<file path="config.mk">
export PLATFORM = sky130hd
export DESIGN_NAME = csa_resolver
export DESIGN_NICKNAME = d
export VERILOG_FILES = /design/src/rtl/csa_resolver.sv
export SDC_FILE = /design/constraint.sdc
export NUM_CORES = 1
export LEC_CHECK = 0
export BUFFER_PORTS_ARGS = -buffer_cell sky130_fd_sc_hd__buf_4
export CAP_MARGIN = 20
export CORE_UTILIZATION = 31
export CTS_BUF_LIST = sky130_fd_sc_hd__clkbuf_8
export DETAILED_ROUTE_END_ITERATION = 7
export GPL_ROUTABILITY_DRIVEN = 0
export GPL_TIMING_DRIVEN = 0
export MAX_ROUTING_LAYER = met4
export PLACE_DENSITY = 0.55
export SYNTH_ARGS = -nofsm -noshare
export SYNTH_HDL_FRONTEND = slang
export SYNTH_SLANG_ARGS = --single-unit
</file>
<file path="constraint.sdc">
create_clock -name clk -period 5.55 [get_ports clk]
set_input_delay 1.665 -clock clk [delete_from_list [all_inputs] [get_ports clk]]
set_output_delay 1.665 -clock clk [all_outputs]
set_load 0.01 [all_outputs]
</file>
<file path="src/rtl/csa_resolver.sv">
// csa_resolver: resolves a carry-save pair (ps, pc) into sum = ps + 2*pc mod 2^N.
// Ports: clk, rst_n, in_valid/in_ready/ps_i/pc_i, out_valid/out_ready/sum_o, busy.
// Optional macro CSA_RESOLVER_OVF_EN adds ovf_o (true sum >= 2^N).
module csa_resolver #(
  parameter int N     = 32,
  parameter int CHUNK = 8
) (
  input  logic         clk,
  input  logic         rst_n,
  input  logic         in_valid,
  output logic         in_ready,
  input  logic [N-1:0] ps_i,
  input  logic [N-1:0] pc_i,
  output logic         out_valid,
  input  logic         out_ready,
  output logic [N-1:0] sum_o,
  output logic         busy
`ifdef CSA_RESOLVER_OVF_EN
  ,
  output logic         ovf_o
`endif
);

  localparam int NCH = N / CHUNK;
  localparam int CW  = (NCH > 1) ? $clog2(NCH) : 1;
  localparam int AW  = N - CHUNK;

  localparam logic [1:0] S_IDLE = 2'd0;
  localparam logic [1:0] S_ADD  = 2'd1;
  localparam logic [1:0] S_DONE = 2'd2;

  logic [1:0]    state_q, state_d;
  logic [CW-1:0] cnt_q, cnt_d;
  logic          carry_q, carry_d;
  logic [N-1:0]  a_q, a_d;
  logic [N-1:0]  b_q, b_d;
  logic [AW-1:0] acc_q, acc_d;
  logic [N-1:0]  sum_q, sum_d;
  logic [CHUNK:0] res;
  logic          accept;
  logic          last;

`ifdef CSA_RESOLVER_OVF_EN
  logic pcm_q, pcm_d;
  logic ovf_q, ovf_d;
  assign ovf_o = ovf_q;
`else
  logic unused_pc_msb;
  assign unused_pc_msb = pc_i[N-1];
`endif

  assign in_ready  = (state_q == S_IDLE) ||
                     ((state_q == S_DONE) && out_ready);
  assign out_valid = (state_q == S_DONE);
  assign busy      = (state_q != S_IDLE);
  assign sum_o     = sum_q;
  assign accept    = in_valid && in_ready;
  assign last      = (cnt_q == CW'(NCH - 1));

  // Operands shift right one chunk per cycle, so the adder
  // always works on the low chunk; results shift in from the top.
  always_comb begin
    state_d = state_q;
    cnt_d   = cnt_q;
    carry_d = carry_q;
    a_d     = a_q;
    b_d     = b_q;
    acc_d   = acc_q;
    sum_d   = sum_q;
`ifdef CSA_RESOLVER_OVF_EN
    pcm_d   = pcm_q;
    ovf_d   = ovf_q;
`endif
    res = {1'b0, a_q[CHUNK-1:0]} + {1'b0, b_q[CHUNK-1:0]} +
          {{CHUNK{1'b0}}, carry_q};
    unique case (state_q)
      S_IDLE: ;
      S_ADD: begin
        a_d     = a_q >> CHUNK;
        b_d     = b_q >> CHUNK;
        acc_d   = AW'({res[CHUNK-1:0], acc_q} >> CHUNK);
        carry_d = res[CHUNK];
        cnt_d   = cnt_q + CW'(1);
        if (last) begin
          state_d = S_DONE;
          sum_d   = {res[CHUNK-1:0], acc_q};
`ifdef CSA_RESOLVER_OVF_EN
          ovf_d   = res[CHUNK] | pcm_q;
`endif
        end
      end
      S_DONE: begin
        if (out_ready) state_d = S_IDLE;
      end
      default: state_d = S_IDLE;
    endcase
    if (accept) begin
      state_d = S_ADD;
      a_d     = ps_i;
      b_d     = {pc_i[N-2:0], 1'b0};
      cnt_d   = '0;
      carry_d = 1'b0;
`ifdef CSA_RESOLVER_OVF_EN
      pcm_d   = pc_i[N-1];
`endif
    end
  end

  always_ff @(posedge clk or negedge rst_n) begin
    if (!rst_n) begin
      state_q <= S_IDLE;
      cnt_q   <= '0;
      carry_q <= 1'b0;
      a_q     <= '0;
      b_q     <= '0;
      acc_q   <= '0;
      sum_q   <= '0;
`ifdef CSA_RESOLVER_OVF_EN
      pcm_q   <= 1'b0;
      ovf_q   <= 1'b0;
`endif
    end else begin
      state_q <= state_d;
      cnt_q   <= cnt_d;
      carry_q <= carry_d;
      a_q     <= a_d;
      b_q     <= b_d;
      acc_q   <= acc_d;
      sum_q   <= sum_d;
`ifdef CSA_RESOLVER_OVF_EN
      pcm_q   <= pcm_d;
      ovf_q   <= ovf_d;
`endif
    end
  end

endmodule
</file>
# Word level (Yosys, flattened, before mapping)
# Cells that the tools add are included.
# word_totals
register_bits,125
elab_cells,36
# classes
muxes,12
n_reduce_logical,8
addsub,3
n_eq_ne,6
# ops
op,count
32-bit two-way mux,4
2-bit two-way mux,5
8-bit by 8-bit adder with 9-bit output,1
9-bit by 1-bit adder with 9-bit output,1
2-bit one-hot mux with 3 select lines,1
2-bit equality test (second input constant),2
2-bit nonzero test,2
3-bit by 1-bit inequality test with 1-bit output (second input constant),1
3-bit inequality test (second input constant),1
3-bit AND reduction,1
2-bit by 1-bit adder with 2-bit output (second input constant),1
2-bit by 1-bit equality test with 1-bit output (second input constant),1
1-bit logical AND,2
2-bit zero test,1
1-bit two-way mux,2
2-bit inequality test (second input constant),1
2-bit AND reduction,1
1-bit logical OR,1

# Longest topological paths before layout
# Gate-level depths: netlist (run 1).
# logic_depth
depth_word,6
mapped_depth,8

# Worst setup path after synthesis (run 1)
# Ideal clock, no wire load.
# synth_path
path_kind,input to output
start,in out_ready
end,out in_ready
setup_slack_ns,2.002
arrival_ns,1.883
stages,2
path_buffers,0
cell_sequence,inv_1 -> a21oi_2
# synth_via
elab_chain_len,2
# synth_lines
item,line,rtl
from (decl),15,"input logic out_ready,"
1-bit logical AND,53,((state_q == S_DONE) && out_ready);
1-bit logical OR,52,assign in_ready = (state_q == S_IDLE) ||
to (decl),11,"output logic in_ready,"
# Every way passes these cells.

# Worst setup path in the final report (run 1)
# Same ends and word-level chain as after synthesis.

==> summary.md, run 1 <==
| Metric | Value |
|---|---|
| Die Ht | `approximately 130 um` |
| Crit path launch type | `primary input` |
| Distinct cells, synth | `34` |
| Slew margin rel. | `61.9%` |
| Chip width | `~130 um` |
| WP data required | `3880 ps` |
| Starting density of the core | `31.7%` |
| Mapped Area | `5470 um2` |
| Largest net degree at the start of global routing | `between 70 and 80` |
| Maximum resistive drop on vdd | `226 uV` |
| Post-detail-place hpwl | `9.48 mm` |
| FF+latch count, synth | `125` |
| Layout Utilization | `40.1%` |
| GR Util met2 | `25.2%` |
| Slew Viols, Final | `0` |
| R2r worst-path depth | `8` |
| Std-Cell Rows | `48` |
| Top-level I/O count | `roughly 100` |
| Max clock buf depth | `2` |
| CTS buffer count | `17` |
| Critical Path End Type | `output port` |
| Fin nets | `676` |
| DRC | `0` |
| Fin crit period | `3730 ps` |
| Initial antenna violation count | `0` |
| DRT iter0 DRCs | `147` |
| Fin crit share | `67.2%` |
| Total global routing track utilization | `15.9%` |
| Diode count | `0` |
| Placed cell areas | `6540 um2` |
| YS warnings | `0` |
| Dpl cells | `~800` |
| Worst slew pin tran | `572 ps` |
| R2r setup slk | `3350 ps` |
| Setup Crit Path Kind | `primary input to output port` |
| Busiest layer in global routing | `met2` |
| Pre-antenna DRT Iters | `4` |
| Max-cap violation count | `0` |
| Total grt overflow | `0` |
| Post-DR wirelength/cell | `15.5 um` |
| Clk slew on worst S/H paths | `70 ps` |
| Die area | `18200 um2` |
| Post-CTS sizing | `0` |
| Share of cells above drive strength 1 | `a little under a third` |
| Remaining antenna violation count | `0` |
| Synth Area per Inst | `around 11 um2` |
| Post-route design area | `6920 um2` |
| Met3 usage | `4.20%` |
| Post-synth EDFFs | `0` |
| Pwr Total | `about 4.3 mW` |
| Main synth FF type | `dfrtp_1` |
| FFs w/ async S/R, synth | `100%` |
| DR vias | `3872` |
| Highest Clock Rate | `between 200 and 300 MHz` |
| TritonCTS clock tree | `built` |
| Vias per cell | `approximately 4.6` |
| Worst path arrival time | `2070 ps` |
| Core area | `17200 um2` |
| Status | `finished clean` |
| Post-Layout Cell Count | `835` |
| Final setup skew | `11.6 ps` |
| CTS H-Tree Depth | `4` |
| Pleak | `~3.6 nW` |
| TNS Setup | `0 ps` |
| First-pass GRT wire length | `21.2 mm` |
| Clk Latency, worst-skew pair | `about 440 ps` |
| PortBufs | `101` |
| RSZ-0062 raised after global routing | `false` |
| Syn_nets | `between 500 and 600` |
| Reg2Reg Launch Point | `carry_q` |
| CTS root buffer | `clkbuf_8` |
| Hold violation count in the final report | `0` |
| Power Density | `615 nW/um2` |
| # setup viols final | `0` |
| Setup Buffers After CTS | `0` |
| Worst Setup SP | `out_ready` |
| Hold Path Class | `register to register` |
| Critical path endpoint | `in_ready` |
| Number of global-route vias before repair | `4064` |
| Mapped Cells | `~480` |
| Total wire length | `13.0 mm` |
| Crit Path Max Fanout | `2` |
| Register area share after synthesis | `57.2%` |
| Clock sink count | `125` |
| RR Endpoint | `sum_o[30]` |
| Met1 usage | `19.4%` |
| P&R area growth vs syn | `26.6%` |
| # hold bufs at CTS | `0` |
-- Yosys cell counts (3+ instances only) --
cell        n  area share [%]
mux2_4     20             5.5
dfrtp_1   125              57
mux2_2      9             1.9
nor2_1      5            0.34
buf_2      14             1.3
a21oi_1     5            0.46
xor2_1      4            0.64
o21ai_0    19             1.7
ha_1        8             1.8
mux2i_1    12             2.2
a22o_1     34             5.4
nand2_1   117             8.0
clkbuf_1    8            0.55
buf_6       7             1.4
a21o_1     34             4.7
inv_1       4            0.27
nor2b_1     3            0.34
o21ai_1    26             2.4
-- kinds of logic after synthesis --
kind of cell               Yosys count  share of synthesized area (%)
and+or+nand+nor                    130                           9.48
muxes                               41                           9.54
buffers and inverters               35                           3.82
DFF                                125                           57.2
xor gates and xnor gates             4                          0.641
AOI/OAI and AO/OA                  132                           16.7
adders and majority gates           10                           2.56
-- where the power goes --
part           internal [mW]  switching (mW)  total, mW
clock network          0.417           0.346      0.763
logic                  0.914           0.965       1.88
registers               1.34           0.277       1.62
total                   2.67            1.59       4.26
-- cells in the final DEF (no fill, tap or decap), types with 2 or more instances in the layout --
cell / instances
dfrtp_1: 125
nand2_1: 117
buf_4: 102
a22o_1: 34
a21o_1: 34
o21ai_1: 26
clkbuf_8: 23
mux2_4: 20
o21ai_0: 19
buf_2: 14
mux2i_1: 12
mux2_2: 9
buf_6: 8
clkbuf_1: 8
ha_1: 8
inv_1: 7
nor2_1: 5
a21oi_1: 5
xor2_1: 4
nor2b_1: 3
a21oi_2: 2
o21a_1: 2
o31a_1: 2
o21bai_1: 2
o211ai_1: 2
fa_1: 2
clkinvlp_4: 2
clkinv_2: 2
-- how the worst min path moves through the flow --
stage,from,cells after the start,slack (ps),to
5_1_grt,b_q[10],1,490,b_q[10]
2_1_floorplan,acc_q[0],2,440,acc_q[0]
6_report,acc_q[0],2,470,acc_q[0]
3_3_place_gp,a_q[22],1,460,a_q[22]
4_1_cts,acc_q[0],2,480,acc_q[0]
3_5_place_dp,acc_q[0],2,460,acc_q[0]
-- sequential cells by signal, summed over array words and instances (netlist names) --
name	flops
sum_o	32
cnt_q	2
b_q	32
acc_q	24
carry_q	1
state_q	2
a_q	32
-- stage by stage --
step,setup WS [ps],hold WS [ps]
floorplan,2000,442
global placement,1810,459
detailed placement,1810,459
CTS,1810,478
global route,1800,494
finish,1820,472
-- per-layer routing --
metal  vias to the layer above  routed length (um)
met5                         -                   0
met4                         0                 263
met3                        22                 738
met2                       113                6050
met1                      1847                5900
li1                       1890                   -
-- final cells by class --
| type | instances | area (um2) |
|---|---|---|
| Inverter | 4 | 15.0 |
| Fill cell | 1690 | 10300 |
| Timing Repair Buffer | 102 | 790 |
| Sequential cell | 125 | 3130 |
| Multi-Input combinational cell | 317 | 2130 |
| Clock buffer | 23 | 317 |
| Tap cell | 225 | 282 |
| Clock inverter | 8 | 66.3 |
| Buffer | 31 | 194 |
-- critical path, stage by stage --
cell and delay, ps:
buf_4 80, inv_1 50, a21oi_2 140, buf_4 130
Note: power is estimated with default switching activity, not from simulation.
==> run 2, diff against run 1 <==
--- a/config.mk
+++ b/config.mk
@@ -13,7 +13,7 @@
 export GPL_ROUTABILITY_DRIVEN = 0
 export GPL_TIMING_DRIVEN = 0
 export MAX_ROUTING_LAYER = met4
-export PLACE_DENSITY = 0.55
+export PLACE_DENSITY = 0.56
 export SYNTH_ARGS = -nofsm -noshare
 export SYNTH_HDL_FRONTEND = slang
 export SYNTH_SLANG_ARGS = --single-unit
==> constraint.sdc (replaced) <==
create_clock -name clk -period 3.1 [get_ports clk]
set_input_delay 0.93 -clock clk [delete_from_list [all_inputs] [get_ports clk]]
set_output_delay 0.93 -clock clk [all_outputs]
set_load 0.01 [all_outputs]
==> summary.md, run 2 (synthesis gave the netlist of run 1 again) <==
| Metric | Value |
|---|---|
| Status | `finished clean` |
| Slew Viols, Final | `0 (unchanged)` |
| DR vias | `3881 (+0.23%)` |
| Pre-CTS setup slack | `805 ps (-1010 ps)` |
| Std-Cell Rows | `48 (unchanged)` |
| # setup viols final | `0 (unchanged)` |
| Routed length on met3 | `739 um (+0.14%)` |
| Placed cell areas | `6540 um2 (unchanged)` |
| PortBufs | `101 (unchanged)` |
| Clk Latency, worst-skew pair | `430 ps (about the same)` |
| CTS buffer count | `17 (unchanged)` |
| Total grt overflow | `0 (unchanged)` |
| TritonCTS clock tree | `built` |
| Power Density | `1090 nW/um2 (+78%)` |
| Post-detail-place hpwl | `9.41 mm (-0.75%)` |
| Die Ht | `135 um (unchanged)` |
| First-pass GRT wire length | `21.0 mm (-0.84%)` |
| Reg2Reg Launch Point | `carry_q` |
| Post-Layout Cell Count | `831 (-0.48%)` |
| Die area | `18200 um2 (unchanged)` |
| Worst path arrival time | `1320 ps (-750 ps)` |
| Fin crit share | `72.7%` |
| CTS H-Tree Depth | `4 (unchanged)` |
| CP cell instances | `buf_4, inv_1, a21oi_2, buf_4` |
| Total global routing track utilization | `15.8% (-0.11 points)` |
| Critical Path End Type | `output port` |
| Crit path launch type | `primary input` |
| Fin crit period | `approximately 2300 ps` |
| Max-cap violation count | `0 (unchanged)` |
| Commonest non-fill, non-tap cell in the layout | `dfrtp_1` |
| CP max stage delay | `140 ps (about the same)` |
| Final setup margin | `846 ps (-972 ps)` |
| Setup Crit Path Kind | `primary input to output port` |
| P&R area growth vs syn | `25.8%` |
| Largest net degree at the start of global routing | `75 (unchanged)` |
| Vias per cell | `4.67 (+0.71%)` |
| Top-level I/O count | `103 (unchanged)` |
| Hold Path Class | `primary input to asynchronous set/reset pin` |
| Highest Clock Rate | `444 MHz` |
| Top Metal Used | `met4` |
| Hold violation count in the final report | `0 (unchanged)` |
| Setup Buffers After CTS | `0 (unchanged)` |
| Core area | `17200 um2 (unchanged)` |
| Final setup skew | `4.26 ps (-7.32 ps)` |
| Met2 WL | `5.89 mm (-2.6%)` |
| Pleak | `3.61 nW (-0.37%)` |
| Remaining antenna violation count | `0 (unchanged)` |
| Post-DR wirelength/cell | `15.4 um (-0.43%)` |
| RSZ-0062 raised after global routing | `false` |
| DRT iter0 DRCs | `182 (+24%)` |
| Starting density of the core | `31.7% (unchanged)` |
| WP data required | `2170 ps (-1710 ps)` |
| Number of global-route vias before repair | `3962 (-2.5%)` |
| Clk slew on worst S/H paths | `60 ps (about the same)` |
| Post-route design area | `6880 um2 (-0.63%)` |
| Highest-count cells in the layout ignoring fill and taps | `dfrtp_1, nand2_1, buf_4` |
| R2r worst-path depth | `8 (unchanged)` |
| Diode count | `0 (unchanged)` |
| CTS root buffer | `clkbuf_8` |
| Initial antenna violation count | `0 (unchanged)` |
| Maximum resistive drop on vdd | `400 uV (+77%)` |
| RR Endpoint | `sum_o[30]` |
| Share of cells above drive strength 1 | `30.0% (-0.62 points)` |
| TNS Setup | `0 ps (unchanged)` |
| Crit Path Max Fanout | `2 (unchanged)` |
| Pwr Total | `7.52 mW (+77%)` |
| Total wire length | `12.8 mm (-0.90%)` |
| Max clock buf depth | `2 (unchanged)` |
| Clock sink count | `125 (unchanged)` |
| Slowest cell on crit path | `a21oi_2` |
| CP dominant cell by count | `buf_4` |
| # hold bufs at CTS | `0 (unchanged)` |
| Fin nets | `676 (unchanged)` |
| Worst slew pin tran | `561 ps (-10.6 ps)` |
| Post-CTS sizing | `0 (unchanged)` |
| R2r setup slk | `920 ps (-2430 ps)` |
| Hold Slack | `440 ps (-32.3 ps)` |
| DRC | `0 (unchanged)` |
| Slew margin rel. | `62.6% (+0.71 points)` |
| Chip width | `135 um (unchanged)` |
| Pre-antenna DRT Iters | `4 (unchanged)` |
| Dpl cells | `804 (unchanged)` |
| Wire length on met1 | `5.98 mm (+1.4%)` |
| Layout Utilization | `39.9% (-0.25 points)` |
==> run 2: cell types whose count changed in the layout (fill, tap and decap cells not counted) <==
cell,previous run,this run
clkinv_2,2,1
inv_1,7,8
clkinvlp_4,2,0
clkbuf_8,23,21
==> run 2: cell type report <==
type	instances	area (um2)
multi-input cells	317	2130
flip-flops and latches	125	3130
plain buffers	31	194
well taps	225	282
clock inverters	6	50.0
clock buffers	21	289
inverters	4	15.0
repair buffers	102	790
fillers	1700	10400
==> run 2: how the worst max path moves through the flow <==
| stage | start | to | slack, ps | cells after the start |
|---|---|---|---|---|
| 5_1_grt | carry_q | sum_o[30] | 800 | 8 |
| 3_5_place_dp | out_ready | b_q[28] | 800 | 7 |
| 4_1_cts | state_q[0] | busy | 820 | 2 |
| 3_3_place_gp | rst_n | b_q[29] | 710 | 1 |
| 6_report | out_ready | in_ready | 850 | 4 |
| 2_1_floorplan | out_ready | in_ready | 1020 | 2 |
==> run 2: per-layer routing <==
layer,vias to the layer above,global-route usage (%)
met5,-,-
met4,0,5.99
met3,13,4.39
met2,122,23.9
met1,1854,20.2
li1,1892,-
==> run 2: where the power goes <==
part	internal [mW]	total, mW	switching (mW)	leakage [nW]
Combinational	1.64	3.37	1.73	1.85
Clock	0.683	1.26	0.577	0.190
Sequential	2.40	2.89	0.490	1.57
==> run 2: worst max-delay path, delay by kind of cell <==
kind                   cells  cell delay, ps
buffers and inverters      3             260
AO/OA/AOI/OAI              1             140
==> run 3, diff against run 2 <==
--- a/config.mk
+++ b/config.mk
@@ -5,6 +5,7 @@
 export SDC_FILE = /design/constraint.sdc
 export NUM_CORES = 1
 export LEC_CHECK = 0
+export ABC_AREA = 1
 export BUFFER_PORTS_ARGS = -buffer_cell sky130_fd_sc_hd__buf_4
 export CAP_MARGIN = 20
 export CORE_UTILIZATION = 31
@@ -13,7 +14,7 @@
 export GPL_ROUTABILITY_DRIVEN = 0
 export GPL_TIMING_DRIVEN = 0
 export MAX_ROUTING_LAYER = met4
-export PLACE_DENSITY = 0.56
+export PLACE_DENSITY = 0.57
 export SYNTH_ARGS = -nofsm -noshare
 export SYNTH_HDL_FRONTEND = slang
 export SYNTH_SLANG_ARGS = --single-unit
==> constraint.sdc (replaced) <==
create_clock -name clk -period 2 [get_ports clk]
set_input_delay 0.6 -clock clk [delete_from_list [all_inputs] [get_ports clk]]
set_output_delay 0.6 -clock clk [all_outputs]
set_load 0.01 [all_outputs]
==> summary.md, run 3 <==
| Metric | Value |
|---|---|
| Total grt overflow | `0 (unchanged)` |
| TritonCTS clock tree | `built` |
| Register area share after synthesis | `58.5% (+1.2 points)` |
| Core area | `16700 um2 (-3.1%)` |
| Vias per cell | `4.66 (-0.14%)` |
| DRT iter0 DRCs | `227 (+25%)` |
| CTS root buffer | `clkbuf_8` |
| Power Density | `1670 nW/um2 (+53%)` |
| Fin crit share | `~94%` |
| Critical path endpoint | `sum_o[28]` |
| First-pass GRT wire length | `22.3 mm (+6.3%)` |
| Power share of the combinational group | `43.9% (-0.9 points)` |
| Starting density of the core | `32.0% (+0.32 points)` |
| Setup Crit Path Kind | `register to register` |
| Die area | `17800 um2 (-2.1%)` |
| Synth area leaders | `dfrtp_1, nand2_1, o211ai_1, nand3_1, inv_1` |
| Die Ht | `133 um (-1.1%)` |
| Switch Pwr | `4.64 mW (+66%)` |
| Maximum resistive drop on vdd | `691 uV (+73%)` |
| Status | `finished clean` |
| CTS H-Tree Depth | `4 (unchanged)` |
| Worst path arrival time | `2200 ps (+880 ps)` |
| Crit Path Max Fanout | `3 (+1)` |
| Final setup skew | `12.4 ps (+8.16 ps)` |
| # hold bufs at CTS | `0 (unchanged)` |
| Syn_nets | `660 (+19%)` |
| Max clock buf depth | `2 (unchanged)` |
| Fin nets | `782 (+16%)` |
| FF+latch count, synth | `125 (unchanged)` |
| Fin crit period | `around 1900 ps` |
| Highest-count cells in the layout ignoring fill and taps | `nand2_1, dfrtp_1, buf_4` |
| CTS buffer count | `17 (unchanged)` |
| WP data required | `2320 ps (+150 ps)` |
| Filler cell count | `1734 (+2.0%)` |
| Total global routing track utilization | `16.8% (+0.94 points)` |
| Crit path launch type | `register` |
| Diode count | `0 (unchanged)` |
| Remaining antenna violation count | `0 (unchanged)` |
| Synth Area per Inst | `9.19 um2 (-20%)` |
| Worst slew pin tran | `473 ps (-87.9 ps)` |
| Layout Utilization | `40.8% (+0.90 points)` |
| Top cell type by total area after synthesis | `dfrtp_1` |
| Hold Path Class | `primary input to asynchronous set/reset pin` |
| Commonest non-fill, non-tap cell in the layout | `nand2_1` |
| Total wire length | `13.4 mm (+4.8%)` |
| Top-level I/O count | `103 (unchanged)` |
| Largest net degree at the start of global routing | `88 (+17%)` |
| Number of global-route vias before repair | `4454 (+12%)` |
| Worst Setup SP | `b_q[0]` |
| Slew margin rel. | `68.5% (+5.9 points)` |
| Distinct cells, synth | `28 (-18%)` |
| FFs w/ async S/R, synth | `100% (unchanged)` |
| Slew Viols, Final | `0 (unchanged)` |
| Count leader, synth | `nand2_1` |
| Mapped Area | `5350 um2 (-2.1%)` |
| Dpl cells | `904 (+12%)` |
| Switching part of the total | `40.8% (+3.6 points)` |
| Clock sink count | `125 (unchanged)` |
| Post-Layout Cell Count | `937 (+13%)` |
| Sequential fraction of design power | `37.9% (-0.5 points)` |
| Internal power | `6.72 mW (+42%)` |
| Post-synth EDFFs | `0 (unchanged)` |
| P&R area growth vs syn | `27.4%` |
| R2r setup slk | `120 ps (-800 ps)` |
| Pleak | `3.42 nW (-5.3%)` |
| Max-cap violation count | `0 (unchanged)` |
| Hold Slack | `61.4 ps (-378 ps)` |
| R2r worst-path depth | `10 (+2)` |
| Post-detail-place hpwl | `10.2 mm (+7.9%)` |
| Post-DR wirelength/cell | `14.4 um (-7.1%)` |
| YS warnings | `0 (unchanged)` |
| Chip width | `133 um (-1.1%)` |
| Mapped Cells | `582 (+22%)` |
| Commonest cells post-synth | `nand2_1, dfrtp_1, inv_1` |
| DRC | `0 (unchanged)` |
| Yosys top cell area share | `58.5% (+1.2 points)` |
| TNS Setup | `0 ps (unchanged)` |
| Reg2Reg Launch Point | `b_q[0]` |
| Std-Cell Rows | `47 (-2.1%)` |
| Hold violation count in the final report | `0 (unchanged)` |
| Highest Clock Rate | `532 MHz` |
| Clk slew on worst S/H paths | `80 ps (+20 ps)` |
| Share of cells above drive strength 1 | `24.8% (-5.2 points)` |
| Clock power frac | `18.3% (+1.5 points)` |
| Critical Path End Type | `register` |
| PortBufs | `101 (unchanged)` |
| RR Endpoint | `sum_o[28]` |
| Main synth FF type | `dfrtp_1` |
| DR vias | `4370 (+13%)` |
| # setup viols final | `0 (unchanged)` |
| Initial antenna violation count | `0 (unchanged)` |
| Clk Latency, worst-skew pair | `430 ps (about the same)` |
| Pre-antenna DRT Iters | `5 (+1)` |
run 3: kinds of logic after synthesis:
| family | count (synthesis) | share of synthesized area [%] |
|---|---|---|
| AOI/OAI and AO/OA | 95 | 11.6 |
| xor gates and xnor gates | 1 | 0.164 |
| adders and majority gates | 10 | 2.62 |
| buffers and inverters | 74 | 6.20 |
| DFF | 125 | 58.5 |
| and+or+nand+nor | 277 | 20.9 |
run 3: final cells by class:
type / instances / area (um2) / share of cell area [%]
flip-flops and latches: 125 / 3130 / 45.9
multi-input cells: 383 / 1900 / 27.9
repair buffers: 103 / 797 / 11.7
well taps: 220 / 275 / 4.04
clock buffers: 19 / 262 / 3.84
plain buffers: 30 / 166 / 2.44
inverters: 44 / 165 / 2.42
clock inverters: 13 / 118 / 1.73
run 3: worst min-delay path by stage:
stage / slack [ps] / start / to
floorplan: 300 / rst_n / a_q[0]
global placement: 460 / sum_o[6] / sum_o[6]
detailed placement: 460 / sum_o[2] / sum_o[2]
CTS: 50 / rst_n / sum_o[10]
global route: 60 / rst_n / sum_o[6]
finish: 60 / rst_n / sum_o[6]
run 3: worst max-delay path, stage by stage (launching register included):
cell and delay [ps]:
dfrtp_1 410, fa_2 420, inv_2 70, fa_2 210
inv_1 40, nand2_1 50, nand2_1 70, and2_4 150
or2_1 230, nand3_2 70, nand2_1 40
run 3: layer usage:
| layer | up-vias | routed length [um] | track usage [%] |
|---|---|---|---|
| li1 | 2151 | - | - |
| met3 | 15 | 591 | 3.96 |
| met4 | 0 | 151 | 4.42 |
| met1 | 2071 | 6430 | 21.3 |
| met2 | 133 | 6270 | 26.9 |
| met5 | - | 0 | - |
run 3: power by group through the flow:
stage / Clock [mW] / Sequential [mW] / Combinational [mW]
finish: 2.08 / 4.30 / 4.98
global route: 2.25 / 4.43 / 5.69
CTS: 2.13 / 4.31 / 5.03
detailed placement: 0 / 4.34 / 5.00
global placement: 0 / 4.30 / 4.87
floorplan: 0 / 4.31 / 3.19
run 3: per-stage QoR:
step           area (um2)  power [mW]  worst slack (ps)
6_report             6810        11.4               120
5_1_grt              6810        12.4             -7.16
4_1_cts              6790        11.5              23.4
3_5_place_dp         6410        9.34              38.2
3_3_place_gp         6380        9.17             -33.6
2_1_floorplan        5350        7.50               224
run 3: timing repair:
action,in CTS,in global routing
endpoints found under the setup margin,0,4
gates resized for setup,0,5
buffers inserted,0,1
